<file path="src/rtl/cpu_pkg.sv">
// Shared CPU definitions.
//   ADDR_W / DATA_W / RESET_PC : default address width, instruction width and
//                                post-reset program counter.
//   fetch_state_t              : instruction fetch state, also used by CPU_FSM
//                                for debug visibility.
package cpu_pkg;

  localparam int ADDR_W = 16;
  localparam int DATA_W = 16;
  localparam logic [ADDR_W-1:0] RESET_PC = 16'h0000;

  typedef enum logic [1:0] {
    IDLE = 2'd0,
    WAIT = 2'd1,
    DONE = 2'd2
  } fetch_state_t;

endpackage

</file>
<file path="src/rtl/instr_fetch_pc_next.sv">
// Combinational next-PC select for the fetch stage.
//   pc          in  : current fetch PC
//   instr_pc    in  : address of the instruction held in the instruction register
//   branch_disp in  : signed 8-bit displacement, relative to instr_pc
//   jump_target in  : absolute target
//   inc_en      in  : advance PC by one (fetch capture)
//   branch_en   in  : PC-relative redirect
//   jump_en     in  : absolute redirect, wins over branch_en
//   next_pc     out : selected next PC (holds pc when nothing is enabled)
// Increment has top priority because the top only raises it in WAIT, where
// redirects are gated off anyway.
module instr_fetch_pc_next #(
  parameter int ADDR_W = 16
) (
  input  logic [ADDR_W-1:0] pc,
  input  logic [ADDR_W-1:0] instr_pc,
  input  logic [7:0]        branch_disp,
  input  logic [ADDR_W-1:0] jump_target,
  input  logic              inc_en,
  input  logic              branch_en,
  input  logic              jump_en,
  output logic [ADDR_W-1:0] next_pc
);

  localparam logic [ADDR_W-1:0] ONE = 1;

  logic [ADDR_W-1:0] disp_ext;

  // Sign-extend the displacement; the add then wraps modulo 2^ADDR_W.
  assign disp_ext = {{(ADDR_W-8){branch_disp[7]}}, branch_disp};

  always_comb begin
    next_pc = pc;
    if (inc_en) begin
      next_pc = pc + ONE;
    end else if (jump_en) begin
      next_pc = jump_target;
    end else if (branch_en) begin
      next_pc = instr_pc + disp_ext;
    end
  end

endmodule

</file>
<file path="src/rtl/instr_fetch.sv">
// Instruction fetch stage between PC/RAM and CPU_FSM.
//   Clk, Rst    : clock (rising edge), synchronous active-high reset
//   FetchReq    : request next instruction (accepted in IDLE/DONE, no redirect)
//   BranchEn/BranchDisp : PC <= InstrPC + sext(BranchDisp)
//   JumpEn/JumpTarget   : PC <= JumpTarget (wins over branch)
//   RAMData     : RAM port A read data, one cycle after RAMAddr
//   RAMAddr     : RAM port A address, equal to PC
//   Instr, InstrPC, PCPlus1 : instruction register, its address, address+1
//   InstrValid  : high for the single DONE cycle after a capture
//   Busy        : fetch in flight (WAIT)
//   DbgState    : current fetch state
// Handshake: FetchReq is a level request sampled every cycle; it is taken
// only in IDLE or DONE with no redirect pending, and the result is signalled
// by one InstrValid cycle two clocks later. A redirect never starts a fetch;
// the FSM re-requests afterwards. Redirects raised while Busy are ignored.
module instr_fetch #(
  parameter int ADDR_W = cpu_pkg::ADDR_W,
  parameter int DATA_W = cpu_pkg::DATA_W,
  parameter logic [ADDR_W-1:0] RESET_PC = cpu_pkg::RESET_PC
) (
  input  logic                  Clk,
  input  logic                  Rst,
  input  logic                  FetchReq,
  input  logic                  BranchEn,
  input  logic [7:0]            BranchDisp,
  input  logic                  JumpEn,
  input  logic [ADDR_W-1:0]     JumpTarget,
  input  logic [DATA_W-1:0]     RAMData,
  output logic [ADDR_W-1:0]     RAMAddr,
  output logic [DATA_W-1:0]     Instr,
  output logic                  InstrValid,
  output logic [ADDR_W-1:0]     InstrPC,
  output logic [ADDR_W-1:0]     PCPlus1,
  output logic                  Busy,
  output cpu_pkg::fetch_state_t DbgState
);

  import cpu_pkg::*;

  localparam logic [ADDR_W-1:0] ONE = 1;

  fetch_state_t      state, state_next;
  logic [ADDR_W-1:0] pc, pc_sel;
  logic              can_issue, redirect, accept, in_wait;

  assign in_wait   = (state == WAIT);
  assign can_issue = (state == IDLE) || (state == DONE);
  assign redirect  = can_issue && (BranchEn || JumpEn);
  assign accept    = can_issue && FetchReq && !BranchEn && !JumpEn;

  instr_fetch_pc_next #(.ADDR_W(ADDR_W)) u_pc_next (
    .pc          (pc),
    .instr_pc    (InstrPC),
    .branch_disp (BranchDisp),
    .jump_target (JumpTarget),
    .inc_en      (in_wait),
    .branch_en   (BranchEn && can_issue),
    .jump_en     (JumpEn && can_issue),
    .next_pc     (pc_sel)
  );

  always_comb begin
    state_next = state;
    case (state)
      IDLE:    if (accept) state_next = WAIT;
      WAIT:    state_next = DONE;
      DONE:    state_next = accept ? WAIT : IDLE;
      default: state_next = IDLE;
    endcase
  end

  always_ff @(posedge Clk) begin
    if (Rst) begin
      state   <= IDLE;
      pc      <= RESET_PC;
      Instr   <= '0;
      InstrPC <= '0;
    end else begin
      state <= state_next;
      if (in_wait || redirect) pc <= pc_sel;
      // RAM data for the address issued last cycle is valid during WAIT.
      if (in_wait) begin
        Instr   <= RAMData;
        InstrPC <= pc;
      end
    end
  end

  assign RAMAddr    = pc;
  assign PCPlus1    = InstrPC + ONE;
  assign Busy       = in_wait;
  assign InstrValid = (state == DONE);
  assign DbgState   = state;

endmodule

</file>
<file path="config.mk">
export PLATFORM = sky130hd
export DESIGN_NAME = instr_fetch
export DESIGN_NICKNAME = d
export VERILOG_FILES = /design/src/rtl/cpu_pkg.sv /design/src/rtl/instr_fetch_pc_next.sv /design/src/rtl/instr_fetch.sv
export SDC_FILE = /design/constraint.sdc
export NUM_CORES = 1
export LEC_CHECK = 0
export BUFFER_PORTS_ARGS = -buffer_cell sky130_fd_sc_hd__buf_2
export CORE_MARGIN = 1
export CORE_UTILIZATION = 54
export DETAILED_ROUTE_END_ITERATION = 10
export PLACE_DENSITY = 0.86
export SLEW_MARGIN = 20
export SYNTH_ARGS = -nofsm -noshare
export SYNTH_HDL_FRONTEND = slang
export SYNTH_SLANG_ARGS = --single-unit
export TNS_END_PERCENT = 5
</file>
<file path="constraint.sdc">
create_clock -name Clk -period 6.9 [get_ports Clk]
set_input_delay 1.035 -clock Clk [delete_from_list [all_inputs] [get_ports Clk]]
set_output_delay 1.035 -clock Clk [all_outputs]
set_load 0.02 [all_outputs]
</file>
Word level (Yosys, flattened, before mapping)
Index checks and enable logic that the tools add are counted.

operators by class
  add/subtract/negate cells = 3
  equality and inequality tests = 3
  multiplexer cells = 6
  reduce and logical (&&, ||, !) cells = 14

operators by type and width
  kind                     count
  $mux W16                 3
  $add A16 B1 Y16 const B  2
  $add A16 B16 Y16         1
  $logic_and A1 B1 Y1      6
  $pmux W2 S3              1
  $logic_or A1 B1 Y1       3
  $reduce_bool A3 Y1       1
  $eq A2 B1 Y1 const B     1
  $eq A2 B2 Y1 const B     1
  $logic_not A1 Y1         2
  $logic_not A2 Y1         1
  $mux W2                  1
  $ne A2 B2 Y1 const B     1
  $reduce_and A2 Y1        1
  $mux W1                  1

storage, ports and cells
  flip-flop bits (word level) = 50
  input bits = 45
  output and inout port bits = 68
  word-level logic and storage cells = 30

Longest topological paths before layout
  depth in word-level cells = 7
  depth in mapped cells = 9

Modules after synthesis
From an unflattened synthesis, not the netlist that was laid out.

second synthesis, totals
  cells, all modules = 500
  area total of the unflattened synthesis = 3772.4 µm²

by module, submodules not included
  module               times used  cells each  area an instance (µm²)  sequential area each (µm²)
  instr_fetch          1           266         2207.1                  1001.0
  instr_fetch_pc_next  1           234         1565.3                  0.0

Worst setup path after synthesis
No wires, ideal clock.

  kind = input to register
  start = input port BranchDisp[0]
  end = register pc[14], in the netlist RAMAddr[14]
  library setup time = 0.128 ns
  arrival = 2.775 ns
  required time = 6.772 ns
  setup slack = 3.997 ns
  cell stages on the path = 9
  path buffers = 0
  path through = ha_1 > fa_1 > a21o_1 > a221o_1 > o21ai_0 > o21ai_0 > xor2_1 > nand2_1 > a21oi_1

between the ends
  longest elaborated chain between the ends = 4

ends and longest elaborated chain
  what                  RTL line                   source
  start, declared       instr_fetch.sv:25          input logic [7:0] BranchDisp,
  $add A16 B16 Y16      instr_fetch_pc_next.sv:39  next_pc = instr_pc + disp_ext;
  $mux W16              instr_fetch_pc_next.sv:38  end else if (branch_en) begin
  $mux W16              instr_fetch_pc_next.sv:36  end else if (jump_en) begin
  $mux W16              instr_fetch_pc_next.sv:34  if (inc_en) begin
  end signal, assigned  instr_fetch.sv:80          if (in_wait || redirect) pc <= pc_sel;
  end, declared         instr_fetch.sv:43          logic [ADDR_W-1:0] pc, pc_sel;

Every way passes these cells. The select of a mux whose other input is x is not followed.
A chain may end at the register's enable or synchronous reset.

Worst setup path in the final report
  start = register InstrPC[1]
  end = output port PCPlus1[14]

between the ends
  longest elaborated chain between the ends = 1

ends and longest elaborated chain
  what                    RTL line           source
  start, declared         instr_fetch.sv:32  output logic [ADDR_W-1:0] InstrPC,
  start signal, assigned  instr_fetch.sv:84  InstrPC <= pc;
  $add A16 B1 Y16         instr_fetch.sv:90  assign PCPlus1 = InstrPC + ONE;
  end, declared           instr_fetch.sv:33  output logic [ADDR_W-1:0] PCPlus1,

Every way passes these cells.

==> flow_summary.ini <==
[global_routing]
grt_overflow_total = 0
grt_max_degree = 47
grt_pass1_vias = 3077
grt_usage_pct = 29.8
grt_pass1_wl_um = 14500
grt_antenna_before_repair = 0

[finish]
final_common_cell = buf_2
final_cell_mix = buf_2 (112), nand2_1 (98), a21oi_1 (58)
synthToLayoutAreaGrowth_pct = 21.4
drive_gt1_share_pct = 24.8
nets = 582
antennaDiodeCount = 0

[yosys]
netlist_area_um2 = 3140
ys_ff_latch = 50
syn_inst = 419
synth-edff-count = 0
synth_ff_type = dfxtp_1
synth.avg_cell_area_um2 = 7.50
synth_cell_types = 49
yosysSeqAreaShare_pct = 31.9
yosys_warnings = 0
syn_nets = 482
async_reset_ff_share_pct = 0

[clock_network]
clk_latency_ps = 300
cts-buffers-inserted = 5
ctsHtreeMaxLevel = 2
clk_pin_slew_worst_paths_ps = 90
cts_sinks = 50
cts_max_path_buffers = 2
cts_tree = done
root_buffer = clkbuf_8
hold_buffers = 0
cts_resized = 0
postCtsSetupRepairBufs = 0

[critical_path]
regToRegStartpoint = InstrPC[0]
cpPeakStageDelay_ps = 490
cp_num_cells = 6
worstReg2RegEnd = RAMAddr[14]
path_max_fanout = 7
cp_top_family = simple AND/OR/NAND/NOR gates
critPathLaunchType = flip-flop
worstSetupEndpoint = PCPlus1[14]
r2r_cells = 9
reg2reg_setup_slack_ps = 4320
critPathArrivalTime_ps = 2080
worst-endpoint-required_ps = 5860
path_class = reg2out
crit_chain = ha_1 > nand3_1 > or2_2 > nor2_1 > xor2_1 > buf_2
critPathCaptureType = output pin
crit_start = InstrPC[1]
cpMaxStageDelayCell = dfxtp_1
crit_buf_inv = 1

[timing]
setup_viol = 0
hold_viol_final = 0
fin_crit_sh_pct = 45.2
finalCriticalPeriod_ps = 3120
max_slew_margin_pct = 39.7
max_freq_ghz = 0.321
skew_ps = 6.27
worst_pin_slew_ps = 905
rsz0062_at_grt = false
slew_violations = 0
setup_tns_ps = 0

[routing]
drt_iter0_markers = 332
drtPass1Iterations = 5
num_vias = 3458
ant_nets = 0
wl_per_cell_um = 15.2
drc = 0
routed_wl_um = 9000
post_drt_via_cell_ratio = 5.84

[power]
power.switching_uw = 188
p_int_uw = 429
combPwrFrac_pct = 19.3
power_density_nw_per_um2 = 162
seqPwrFrac_pct = 51.9
peakVddDrop_mv = 0.100
leakage_nw = 1.79
swShare_pct = 30.4
finalPower_uw = 616
clockPowerShare_pct = 28.8

[hold_path]
worst_hold_startpoint = Instr[8]
hold_class = reg2reg

[floorplan]
core_area_um2 = 5540
start_util_pct = 56.7
ios = 113
die_y_um = 78.3
die_x_um = 78.3
rows = 27
dieArea_um2 = 6120

[status]
status = complete, no violations

[flow_run]
max_cap_violations = 0

[place]
dpl.hpwl_um = 6380
portBuffers = 112
gp_congestion = 0.900
[kinds of logic (layout without fill, tap and decap cells)]
logic type,Yosys count,in the layout,synth area share (%)
AOI/OAI and AO/OA,122,122,23.5
xor gates and xnor gates,31,31,8.65
adders and majority gates,18,18,7.41
buffers and inverters,27,128,3.59
DFF,50,50,31.9
muxes,4,4,1.31
and+or+nand+nor,167,167,23.7
[worst min-delay path by stage]
| stage | to | slack, ps | cells past startpoint |
|---|---|---|---|
| global route | Instr[0] | 470 | 2 |
| detailed placement | Instr[14] | 440 | 2 |
| finish | Instr[8] | 460 | 2 |
| floorplan | Instr[0] | 530 | 2 |
| global placement | Instr[5] | 440 | 2 |
| CTS | Instr[14] | 460 | 2 |
[cells in the mapped netlist (all sizes together) (2+ instances only)]
library cell / instances / share of area (%)
nor3: 6 / 0.96
nand4: 6 / 1.2
nand2b: 3 / 0.60
nor2b: 3 / 0.60
dfxtp: 50 / 32
and2: 3 / 0.60
a31oi: 5 / 1.0
o211ai: 2 / 0.48
nand2: 98 / 12
a21o: 8 / 1.9
mux2i: 3 / 0.96
and3: 7 / 1.4
or3: 2 / 0.40
o21ai: 27 / 4.3
a21oi: 58 / 9.2
ha: 17 / 6.8
and4: 3 / 0.84
nand3: 15 / 2.4
a221o: 2 / 0.64
xnor2: 22 / 6.1
xor2: 9 / 2.5
inv: 5 / 0.60
clkbuf: 20 / 2.7
nor2: 17 / 2.0
buf: 2 / 0.28
a221oi: 7 / 2.2
[sequential cells by signal, indices dropped and copies added, names as in the netlist]
name and flops:
RAMAddr 16, DbgState 2, InstrPC 16, Instr 16
[cell type report]
| cell class | instances | area, um2 |
|---|---|---|
| inverter | 5 | 18.8 |
| fill | 502 | 1730 |
| clock buffer | 7 | 86.3 |
| multi-input combinational | 342 | 2030 |
| sequential | 50 | 1000 |
| timing repair buffer | 115 | 583 |
| clock inverter | 1 | 5.00 |
| tap | 72 | 90.1 |
[worst min-delay path: cells and delay by family (launching register included)]
family,cells,cell delay (ps)
AND/OR/NAND/NOR,1,50
AO/OA/AOI/OAI,1,50
flip-flops,1,310
[power groups by stage]
stage / registers (mW) / clock network [mW] / logic (mW)
CTS: 0.319 / 0.181 / 0.118
global placement: 0.325 / 0 / 0.114
floorplan: 0.335 / 0 / 0.0631
global route: 0.322 / 0.192 / 0.129
detailed placement: 0.326 / 0 / 0.117
finish: 0.320 / 0.178 / 0.119
[layer usage]
layer  GRT usage (%)  wire, um  vias to the layer above
li1                -         -                     1685
met1            38.7      3700                     1567
met2            49.4      4290                      186
met3            6.05       842                       20
met4            9.26       166                        0
met5               0         0                        -
[through the flow]
stage	cell area (um2)	utilization [%]	hold WS, ps	instances	setup slack, ps
floorplan	3140	-	535	419	4000
global placement	3720	67.1	439	584	3720
detailed placement	3720	67.1	444	584	3650
CTS	3810	68.8	456	592	3800
global route	3810	68.8	471	592	3660
finish	3810	68.8	455	592	3780
(Power assumes the default switching activity.)
